### src/rtl/b27s_hex_seg.sv
// Purpose : hex digit (0-F) to 7-segment decoder with a registered side path.
// Latency : led is combinational (0 cycles); led_q and changed are 1 clk behind sw/blank.
// Backpr. : none; sw and blank are sampled on every rising clk edge.
//
// Ports:
//   clk     - system clock, all registers update on the rising edge
//   rst     - synchronous active-high reset
//   sw      - 4-bit hex digit to display
//   blank   - forces led_q to all-segments-off (led is unaffected)
//   led     - combinational segment pattern, bit0=a .. bit6=g
//   led_q   - registered segment pattern
//   changed - one-cycle pulse when the registered digit differs from the previous one
module b27s_hex_seg #(
    parameter logic ACTIVE_LOW = 1'b0
) (
    input  logic       clk,
    input  logic       rst,
    input  logic [3:0] sw,
    input  logic       blank,
    output logic [6:0] led,
    output logic [6:0] led_q,
    output logic       changed
);

    // XOR mask applied to every segment output; all ones for common-anode parts.
    localparam logic [6:0] POLARITY = {7{ACTIVE_LOW}};
    // Segment value that leaves every segment dark in the chosen polarity.
    localparam logic [6:0] SEG_OFF  = POLARITY;

    logic [3:0] sw_q;
    logic [6:0] seg_hi;   // active-high glyph for sw

    // Active-high glyphs, pattern g..a. Every code maps to a defined glyph.
    function automatic logic [6:0] decode(input logic [3:0] v);
        logic [6:0] g;
        g = 7'b0000000;
        unique case (v)
            4'h0: g = 7'b0111111;
            4'h1: g = 7'b0000110;
            4'h2: g = 7'b1011011;
            4'h3: g = 7'b1001111;
            4'h4: g = 7'b1100110;
            4'h5: g = 7'b1101101;
            4'h6: g = 7'b1111101;
            4'h7: g = 7'b0000111;
            4'h8: g = 7'b1111111;
            4'h9: g = 7'b1101111;
            4'hA: g = 7'b1110111;
            4'hB: g = 7'b1111100;
            4'hC: g = 7'b0111001;
            4'hD: g = 7'b1011110;
            4'hE: g = 7'b1111011;
            4'hF: g = 7'b1110001;
        endcase
        return g;
    endfunction

    always_comb begin
        seg_hi = decode(sw);
        led    = seg_hi ^ POLARITY;
    end

    // Blanking only gates the registered pattern; sw_q and changed keep
    // tracking the digit so downstream logic sees value changes while dark.
    always_ff @(posedge clk) begin
        if (rst) begin
            sw_q    <= 4'd0;
            led_q   <= SEG_OFF;
            changed <= 1'b0;
        end else begin
            sw_q    <= sw;
            changed <= (sw != sw_q);
            led_q   <= blank ? SEG_OFF : led;
        end
    end

endmodule

### config.mk
export PLATFORM = sky130hd
export DESIGN_NAME = b27s_hex_seg
export DESIGN_NICKNAME = d
export VERILOG_FILES = /design/src/rtl/b27s_hex_seg.sv
export SDC_FILE = /design/constraint.sdc
export NUM_CORES = 1
export LEC_CHECK = 0
export ABC_CLOCK_PERIOD_IN_PS = 1400
export CORE_AREA = 2 2 39 41
export DETAILED_ROUTE_END_ITERATION = 12
export DIE_AREA = 0 0 41 43
export DONT_BUFFER_PORTS = 1
export GPL_TIMING_DRIVEN = 0
export HOLD_SLACK_MARGIN = 0.06
export PLACE_DENSITY = 0.73
export SYNTH_ARGS = -nofsm -noshare
export SYNTH_HDL_FRONTEND = slang
export SYNTH_SLANG_ARGS = --single-unit
### constraint.sdc
create_clock -name clk -period 1.4 [get_ports clk]
set_input_delay 0.07 -clock clk [delete_from_list [all_inputs] [get_ports clk]]
set_output_delay 0.07 -clock clk [all_outputs]
set_load 0.02 [all_outputs]
==> impl_metrics.ini, run 1 <==
[pwr]
p_leak_nw = 0.315
power.density_nw_per_um2 = 998
vdd_drop_max_uv = 544

[floorplan]
die_w_um = 41
design.portCount = 22
dieArea_um2 = 1760
row_count = 14
die_h_um = 43
start_util = 0.451
core-area_um2 = 1380

[critical_path]
worst_path_most_repeated_cell = inv_1
criticalPathCategory = primary input to output port
arrival_ns = 1.15
critPathMaxStageDelay_ns = 0.45
required_ns = 1.33
critPathSlowestCell = mux4_2
worstSetupEndpointType = output port
worstPathMaxFanout = 6
crit_chain = inv_1 -> ha_1 -> inv_1 -> mux4_2 -> inv_1
cp-start-kind = primary input

[routing]
drc = 0
ant_nets = 0
drt_iter0_markers = 3
wl_um = 1140
wl_per_cell_um = 12.3
drt_first_pass_iters = 4
via_count = 472
avgViaCountPerCell = 5.08

[cts]
clk_latency_ns = 0.27
cts_setup_buffers = 0
cts.sinks = 12
cts_tree = yes
cts_buffers = 3
clockBufferDepth = 2
htree_levels = 1
cts-root-buf = clkbuf_4
clk_pin_slew_ns = 0.07

[synth]
netlist_instances = 67
yosysUniqueCellTypes = 24
ys_ff_latch = 12
yosysSeqAreaShare = 0.385
yosys_warnings = 0
syn_avg_cell_area_um2 = 9.32
synth_area_um2 = 624
synth_fp_nets = 81

[finish]
final_nets = 93
layout_commonest_cell = dfxtp_1
fillers = 119
synthToLayoutAreaGrowth_pct = 18.0
final_cell_mix = 12 x dfxtp_1, 7 x ha_1, 7 x dlygate4sd3_1
antenna_cells = 0
drive_gt1_frac = 0.130

[sta]
rsz0062_at_grt = no
whs_ns = 0.0615
setup_viol = 0
fin_tns_setup_ns = 0
period_needed_ns = 1.22
hold_viol = 0
fmax_mhz = 817
slew_headroom = 0.607
finClkSkew_ns = 0.000239
worst_pin_slew_ns = 0.589
drv_slew = 0
period_share = 0.874

[grt]
grt_use_total = 0.157
grt_start_max_net_pins = 11
overflow = 0
grt_pass1_vias = 426
antenna_found_initial = 0
grt_pass1_wl_um = 1770

[placed_design]
gp_congestion = 0.721
portBuffers = 0
hpwl_um = 806

[min_path]
hold_path.class = primary input to flop

[outcome]
status = finished clean

[run]
drv_cap = 0
-- worst max-delay path: cells and delay by family --
| kind | cells | cell delay, ns |
|---|---|---|
| mux | 1 | 0.45 |
| fa+ha+maj | 1 | 0.33 |
| buf+inv | 3 | 0.29 |
-- path summary, 6_finish.rpt --
check / end / from / cells after the start / slack (ns)
worst min-delay path: changed / sw[1] / 2 / 0.06
worst min register to register: changed / sw_q[3] / 2 / 0.55
worst max register to register: changed / sw_q[1] / 2 / 0.71
worst max-delay path: led[3] / sw[1] / 5 / 0.18
-- registers in the layout (all words and copies together) (netlist names) --
name / count
changed: 1
sw_q: 4
led_q: 7
-- layer usage --
metal	routed length [um]	GRT usage	share of wire
met1	459	0.150	0.40
met2	573	0.253	0.50
met3	76	0.0733	0.066
met4	34	0.100	0.030
met5	0	0	0
-- cell families after synthesis --
group | synth area share
buf+inv | 0.0661
simple gates | 0.150
mux | 0.0541
flops | 0.385
fa+ha+maj | 0.140
xor+xnor | 0.0701
compound gates | 0.134
-- per-stage QoR --
step	power [W]	instance area, um^2	util	setup WS, ns	instances
2_1_floorplan	0.000505	624	-	0.169	67
3_3_place_gp	0.000522	644	0.466	0.0684	83
3_5_place_dp	0.000523	644	0.466	0.0542	83
4_1_cts	0.000742	737	0.533	0.176	93
5_1_grt	0.000774	737	0.533	0.118	93
6_report	0.000735	737	0.533	0.176	93
-- report_power, final --
| group | internal [W] | switching [W] |
|---|---|---|
| Sequential | 0.000362 | 0.0000248 |
| Combinational | 0.0000617 | 0.0000845 |
| Clock | 0.0000996 | 0.000102 |
-- Yosys cell counts --
cell,number,area share
nor2b_1,3,0.030
o32a_1,1,0.016
mux2_2,1,0.018
a22oi_1,1,0.012
or2_2,1,0.010
a211oi_1,3,0.036
inv_1,5,0.030
a41oi_1,1,0.014
clkbuf_1,1,0.0060
nor2_2,1,0.010
nand2_1,4,0.024
xnor2_1,4,0.056
xor2_1,1,0.014
nand3_1,1,0.0080
o21ai_0,2,0.016
nor3b_1,1,0.012
buf_4,2,0.024
nand2b_1,2,0.020
ha_1,7,0.14
a21oi_1,5,0.040
mux4_2,1,0.036
inv_2,1,0.0060
nor2_1,6,0.036
dfxtp_1,12,0.38
-- area by class of cell --
| cell class | instances | area (um^2) | share of cell area |
|---|---|---|---|
| buffer | 3 | 18.8 | 0.0255 |
| clock buffer | 3 | 22.5 | 0.0306 |
| inverter | 6 | 22.5 | 0.0306 |
| multi-input combinational | 46 | 343 | 0.465 |
| sequential | 12 | 240 | 0.326 |
| tap | 16 | 20.0 | 0.0272 |
| timing repair buffer | 7 | 70.1 | 0.0951 |
-- what timing repair did --
action / CTS / global route
hold buffers: 7 / 0
resized for setup: 0 / 0
endpoints found under the setup margin: 0 / 0
hold endpoints to repair: 7 / 0
(Power assumes the default switching activity.)
==> run 2: changes to the inputs <==
- ABC_AREA: unset -> 1
- PLACE_DENSITY: 0.73 -> 0.75
==> impl_metrics.ini, run 2 <==
[cts]
clk_latency_ns = 0.28
cts.sinks = 12
cts-root-buf = clkbuf_4
cts_tree = yes
cts_buffers = 3
htree_levels = 1
clockBufferDepth = 2
clk_pin_slew_ns = 0.08
cts_setup_buffers = 0

[grt]
overflow = 0
antenna_found_initial = 0
grt_use_total = 0.156
grt_start_max_net_pins = 11
grt_pass1_vias = 452
grt_pass1_wl_um = 1840

[placed_design]
placed_cells = 110
hpwl_um = 885
gp_congestion = 0.770
portBuffers = 0

[synth]
syn_avg_cell_area_um2 = 6.92
netlist_instances = 94
yosysSeqAreaShare = 0.369
synth.top_cells.by_area = dfxtp_1 37%, nand2_1 15%, ha_1 13%
synth_largest_area_cell = dfxtp_1
synth_common_cells = 26 x nand2_1, 14 x nor2_1, 13 x inv_1, 12 x dfxtp_1, 7 x ha_1
yosys_warnings = 0
ys_async_sr_fraction = 0
synthFlopType = dfxtp_1
synth_area_um2 = 651
synth_top_area_share = 0.369
yosys.cell_count.top_type = nand2_1
synth_edf_count = 0
synth_fp_nets = 108
yosysUniqueCellTypes = 14
ys_ff_latch = 12

[sta]
period_share = 0.898
slew_headroom = 0.861
hold_viol = 0
fin_tns_setup_ns = 0
setup_viol = 0
period_needed_ns = 1.26
worst_pin_slew_ns = 0.209
finClkSkew_ns = 0.00277
fmax_mhz = 796
drv_slew = 0
rsz0062_at_grt = no

[pwr]
power.density_nw_per_um2 = 1090
p_leak_nw = 0.386
p_int_w = 0.000567
seqPwrFrac = 0.473
vdd_drop_max_uv = 613
switching_share = 0.303
power.share.clock = 0.355
p_switching_w = 0.000247
pwr-share-comb = 0.172

[routing]
via_count = 583
drt_iter0_markers = 11
avgViaCountPerCell = 4.94
drc = 0
drt_first_pass_iters = 4
wl_per_cell_um = 10.0
ant_nets = 0
wl_um = 1180

[finish]
reg_top3 = led_q x7, sw_q x4, changed x1
final_cells = 118
synthToLayoutAreaGrowth_pct = 14.8
drive_gt1_frac = 0.0784
final_util = 0.540
antenna_cells = 0
final_cell_mix = 26 x nand2_1, 14 x nor2_1, 13 x inv_1
largest_register = led_q
largest_reg_flops = 7
fillers = 137
layout_commonest_cell = nand2_1
final_nets = 117

[floorplan]
die_h_um = 43
die_w_um = 41
core-area_um2 = 1380
dieArea_um2 = 1760
start_util = 0.470
design.portCount = 22
row_count = 14

[run]
drv_cap = 0

[critical_path]
crit_chain = dlygate4sd3_1 -> inv_1 -> nand2_1 -> o21ai_1 -> inv_1
arrival_ns = 1.19
required_ns = 1.33
critPathSlowestCell = dlygate4sd3_1
cp_num_buf_inv = 3
criticalPathCategory = primary input to output port
worst_path_most_repeated_cell = inv_1
worstPathMaxFanout = 6
critPathMaxStageDelay_ns = 0.56
cp-start-kind = primary input
path_delay_family = buffers and inverters
worstSetupEndpointType = output port

[min_path]
hold_path.class = primary input to flop

[outcome]
status = finished clean
[run 2: cell types whose count changed after synthesis, sizes merged, moves of 2 or more]
cell | before | now
xnor2 | 4 | 0
nand2b | 2 | 0
nor2 | 7 | 14
nor2b | 3 | 0
inv | 6 | 14
a211oi | 3 | 0
o21ai | 2 | 6
nand2 | 4 | 26
nand3 | 1 | 5
[run 2: repair_timing]
item / in CTS / in global routing
setup endpoints to repair: 0 / 1
hold buffers: 4 / 0
hold endpoints to repair: 6 / 0
gates resized for setup: 0 / 1
[run 2: per-stage QoR]
stage / worst slack, ns / area, um^2 / total power [W] / hold slack [ns]
3_3_place_gp: 0.367 / 671 / 0.000520 / 0.144
4_1_cts: 0.0750 / 747 / 0.000818 / 0.0627
2_1_floorplan: 0.488 / 651 / 0.000504 / 0.139
5_1_grt: 0.00446 / 747 / 0.000853 / 0.0943
3_5_place_dp: 0.365 / 671 / 0.000523 / 0.143
6_report: 0.143 / 747 / 0.000815 / 0.0597
[run 2: worst paths after layout]
path,from,to,slack (ns),cells after the start
worst min-delay path,sw[1],changed,0.06,4
worst max-delay path,sw[2],led[4],0.14,5
worst min register to register,sw_q[2],changed,0.62,4
worst max register to register,sw_q[2],changed,0.65,5
[run 2: area by class of cell]
class | instances | area [um^2] | share of cell area
timing repair buffer | 4 | 40.0 | 0.0536
multi-input combinational | 65 | 330 | 0.442
tap | 16 | 20.0 | 0.0268
sequential | 12 | 240 | 0.322
clock buffer | 4 | 36.3 | 0.0486
buffer | 3 | 27.5 | 0.0369
inverter | 14 | 52.6 | 0.0704
[run 2: kinds of logic (layout without fill, tap and decap cells)]
| family | Yosys count | count (layout) | synth area share |
|---|---|---|---|
| DFF | 12 | 12 | 0.369 |
| and+or+nand+nor | 47 | 47 | 0.288 |
| AOI/OAI and AO/OA | 11 | 11 | 0.0846 |
| adders and majority gates | 7 | 7 | 0.135 |
| buffers and inverters | 17 | 25 | 0.123 |
[run 2: worst register-to-register path, stage by stage, from the launching register on]
cell and delay (ns):
dfxtp_1 0.33, inv_1 0.04, nand2_1 0.05, nand2_1 0.04, nor2_1 0.11, a21oi_1 0.07
[run 2: per-layer routing]
metal  vias up  global-route usage  part of all wire
met5         -                   0                 0
met3         2              0.0524             0.092
li1        301                   -                 -
met1       251               0.195              0.42
met4         0              0.0800             0.020
met2        29               0.228              0.46
[run 2: power by group through the flow]
| stage | Combinational (W) | Clock [W] | Sequential [W] |
|---|---|---|---|
| floorplan | 0.000112 | 0 | 0.000392 |
| CTS | 0.000140 | 0.000292 | 0.000386 |
| global route | 0.000157 | 0.000306 | 0.000389 |
| global placement | 0.000127 | 0 | 0.000393 |
| detailed placement | 0.000129 | 0 | 0.000394 |
| finish | 0.000140 | 0.000289 | 0.000386 |
==> run 3: changes to the inputs <==
- PLACE_DENSITY: 0.75 -> unset
==> impl_metrics.ini, run 3 (synthesis gave the netlist of run 2 again) <==
[cts]
clk_latency_ns = 0.27
cts_tree = yes
htree_levels = 1
clk_pin_slew_ns = 0.07
cts_buffers = 3
cts.sinks = 12
clockBufferDepth = 2
cts-root-buf = clkbuf_4
cts_setup_buffers = 0

[routing]
dr_wl_met2_um = 558
top_layer = met4
ant_nets = 0
drt_first_pass_iters = 4
wl_per_cell_um = 9.92
drc = 0
wl_met3_um = 79
met1Wirelength_um = 519
avgViaCountPerCell = 4.79
via_count = 565
wl_um = 1170
drt_iter0_markers = 6

[grt]
grt_start_max_net_pins = 11
grt_use_total = 0.163
grt_pass1_vias = 458
overflow = 0
grt_pass1_wl_um = 1940
antenna_found_initial = 0

[finish]
fin_area_um2 = 747
final_nets = 117
fillers = 144
antenna_cells = 0
final_cell_mix = 26 x nand2_1, 14 x nor2_1, 13 x inv_1
multi_input_area_um2 = 330
largest_reg_flops = 7
layout_commonest_cell = nand2_1
reg_top3 = led_q x7, sw_q x4, changed x1
drive_gt1_frac = 0.0784
regArea_um2 = 240
synthToLayoutAreaGrowth_pct = 14.8
final_cells = 118
largest_register = led_q

[sta]
period_needed_ns = 1.23
whs_ns = 0.0590
drv_slew = 0
rsz0062_at_grt = no
worst_pin_slew_ns = 0.206
slew_headroom = 0.862
period_share = 0.877
hold_viol = 0
fmax_mhz = 814
finClkSkew_ns = 0.0000612
fin_tns_setup_ns = 0
setup_viol = 0

[critical_path]
worstPathMaxFanout = 6
worstSetupEndpointType = output port
cp-start-kind = primary input
critPathSlowestCell = dlygate4sd3_1
ff2ff_path_depth = 5
required_ns = 1.33
r2r-start = sw_q[1]
startpoint = sw[2]
critPathMaxStageDelay_ns = 0.55
r2r-end = changed
crit_end = led[4]
crit_chain = dlygate4sd3_1 -> inv_1 -> nand2_1 -> o21ai_1 -> inv_1
r2r_slack_ns = 0.65
worst_path_most_repeated_cell = inv_1
arrival_ns = 1.16
criticalPathCategory = primary input to output port

[floorplan]
row_count = 14
die_w_um = 41
dieArea_um2 = 1760
die_h_um = 43
start_util = 0.470
core-area_um2 = 1380
design.portCount = 22

[min_path]
hold_path.class = primary input to flop

[placed_design]
postPlaceCellArea_um2 = 671
gp_congestion = 0.755
placed_cells = 110
portBuffers = 0
hpwl_um = 897

[pwr]
power.density_nw_per_um2 = 1060
p_leak_nw = 0.386
vdd_drop_max_uv = 613

[outcome]
status = finished clean

[run]
drv_cap = 0
[run 3: routing by layer]
layer	vias up	track usage
met3	3	0.0785
met1	246	0.206
met2	18	0.231
met4	0	0.0600
met5	-	0
li1	298	-
[run 3: layout make-up]
cell class / instances / area share
buffer: 3 / 0.0369
tap: 16 / 0.0268
multi-input combinational: 65 / 0.442
clock buffer: 4 / 0.0486
timing repair buffer: 4 / 0.0536
sequential: 12 / 0.322
inverter: 14 / 0.0704
[run 3: timing repair]
action	4_1_cts	5_1_grt
hold buffers	4	0
endpoints found under the hold margin	5	0
setup endpoints to repair	0	1
gates resized for setup	0	1
[run 3: worst min-delay path by stage]
stage / to / from / depth (start not counted)
after global placement: changed / rst / 1
after detailed placement: changed / rst / 1
after global routing: changed / sw[0] / 4
final: led_q[1] / sw[2] / 3
after CTS: led_q[1] / sw[2] / 3
after floorplan: changed / rst / 1
[run 3: worst max-delay path, delay by kind of cell]
family | cells | cell delay [ns]
buffers and inverters | 3 | 0.84
AOI/OAI and AO/OA | 1 | 0.17
and+or+nand+nor | 1 | 0.09
[run 3: where the power goes]
part           leakage, nW  switching (W)  total (W)  internal (W)
clock               0.0210       0.000112   0.000270      0.000158
sequential          0.0996      0.0000241   0.000386      0.000361
combinational        0.265      0.0000916   0.000139     0.0000475
total                0.386       0.000227   0.000795      0.000567
[run 3: stage by stage]
stage	worst slack (ns)	util	total power, W
2_1_floorplan	0.488	-	0.000504
3_3_place_gp	0.359	0.485	0.000522
3_5_place_dp	0.367	0.485	0.000523
4_1_cts	0.0909	0.540	0.000805
5_1_grt	0.0612	0.540	0.000841
6_report	0.172	0.540	0.000795
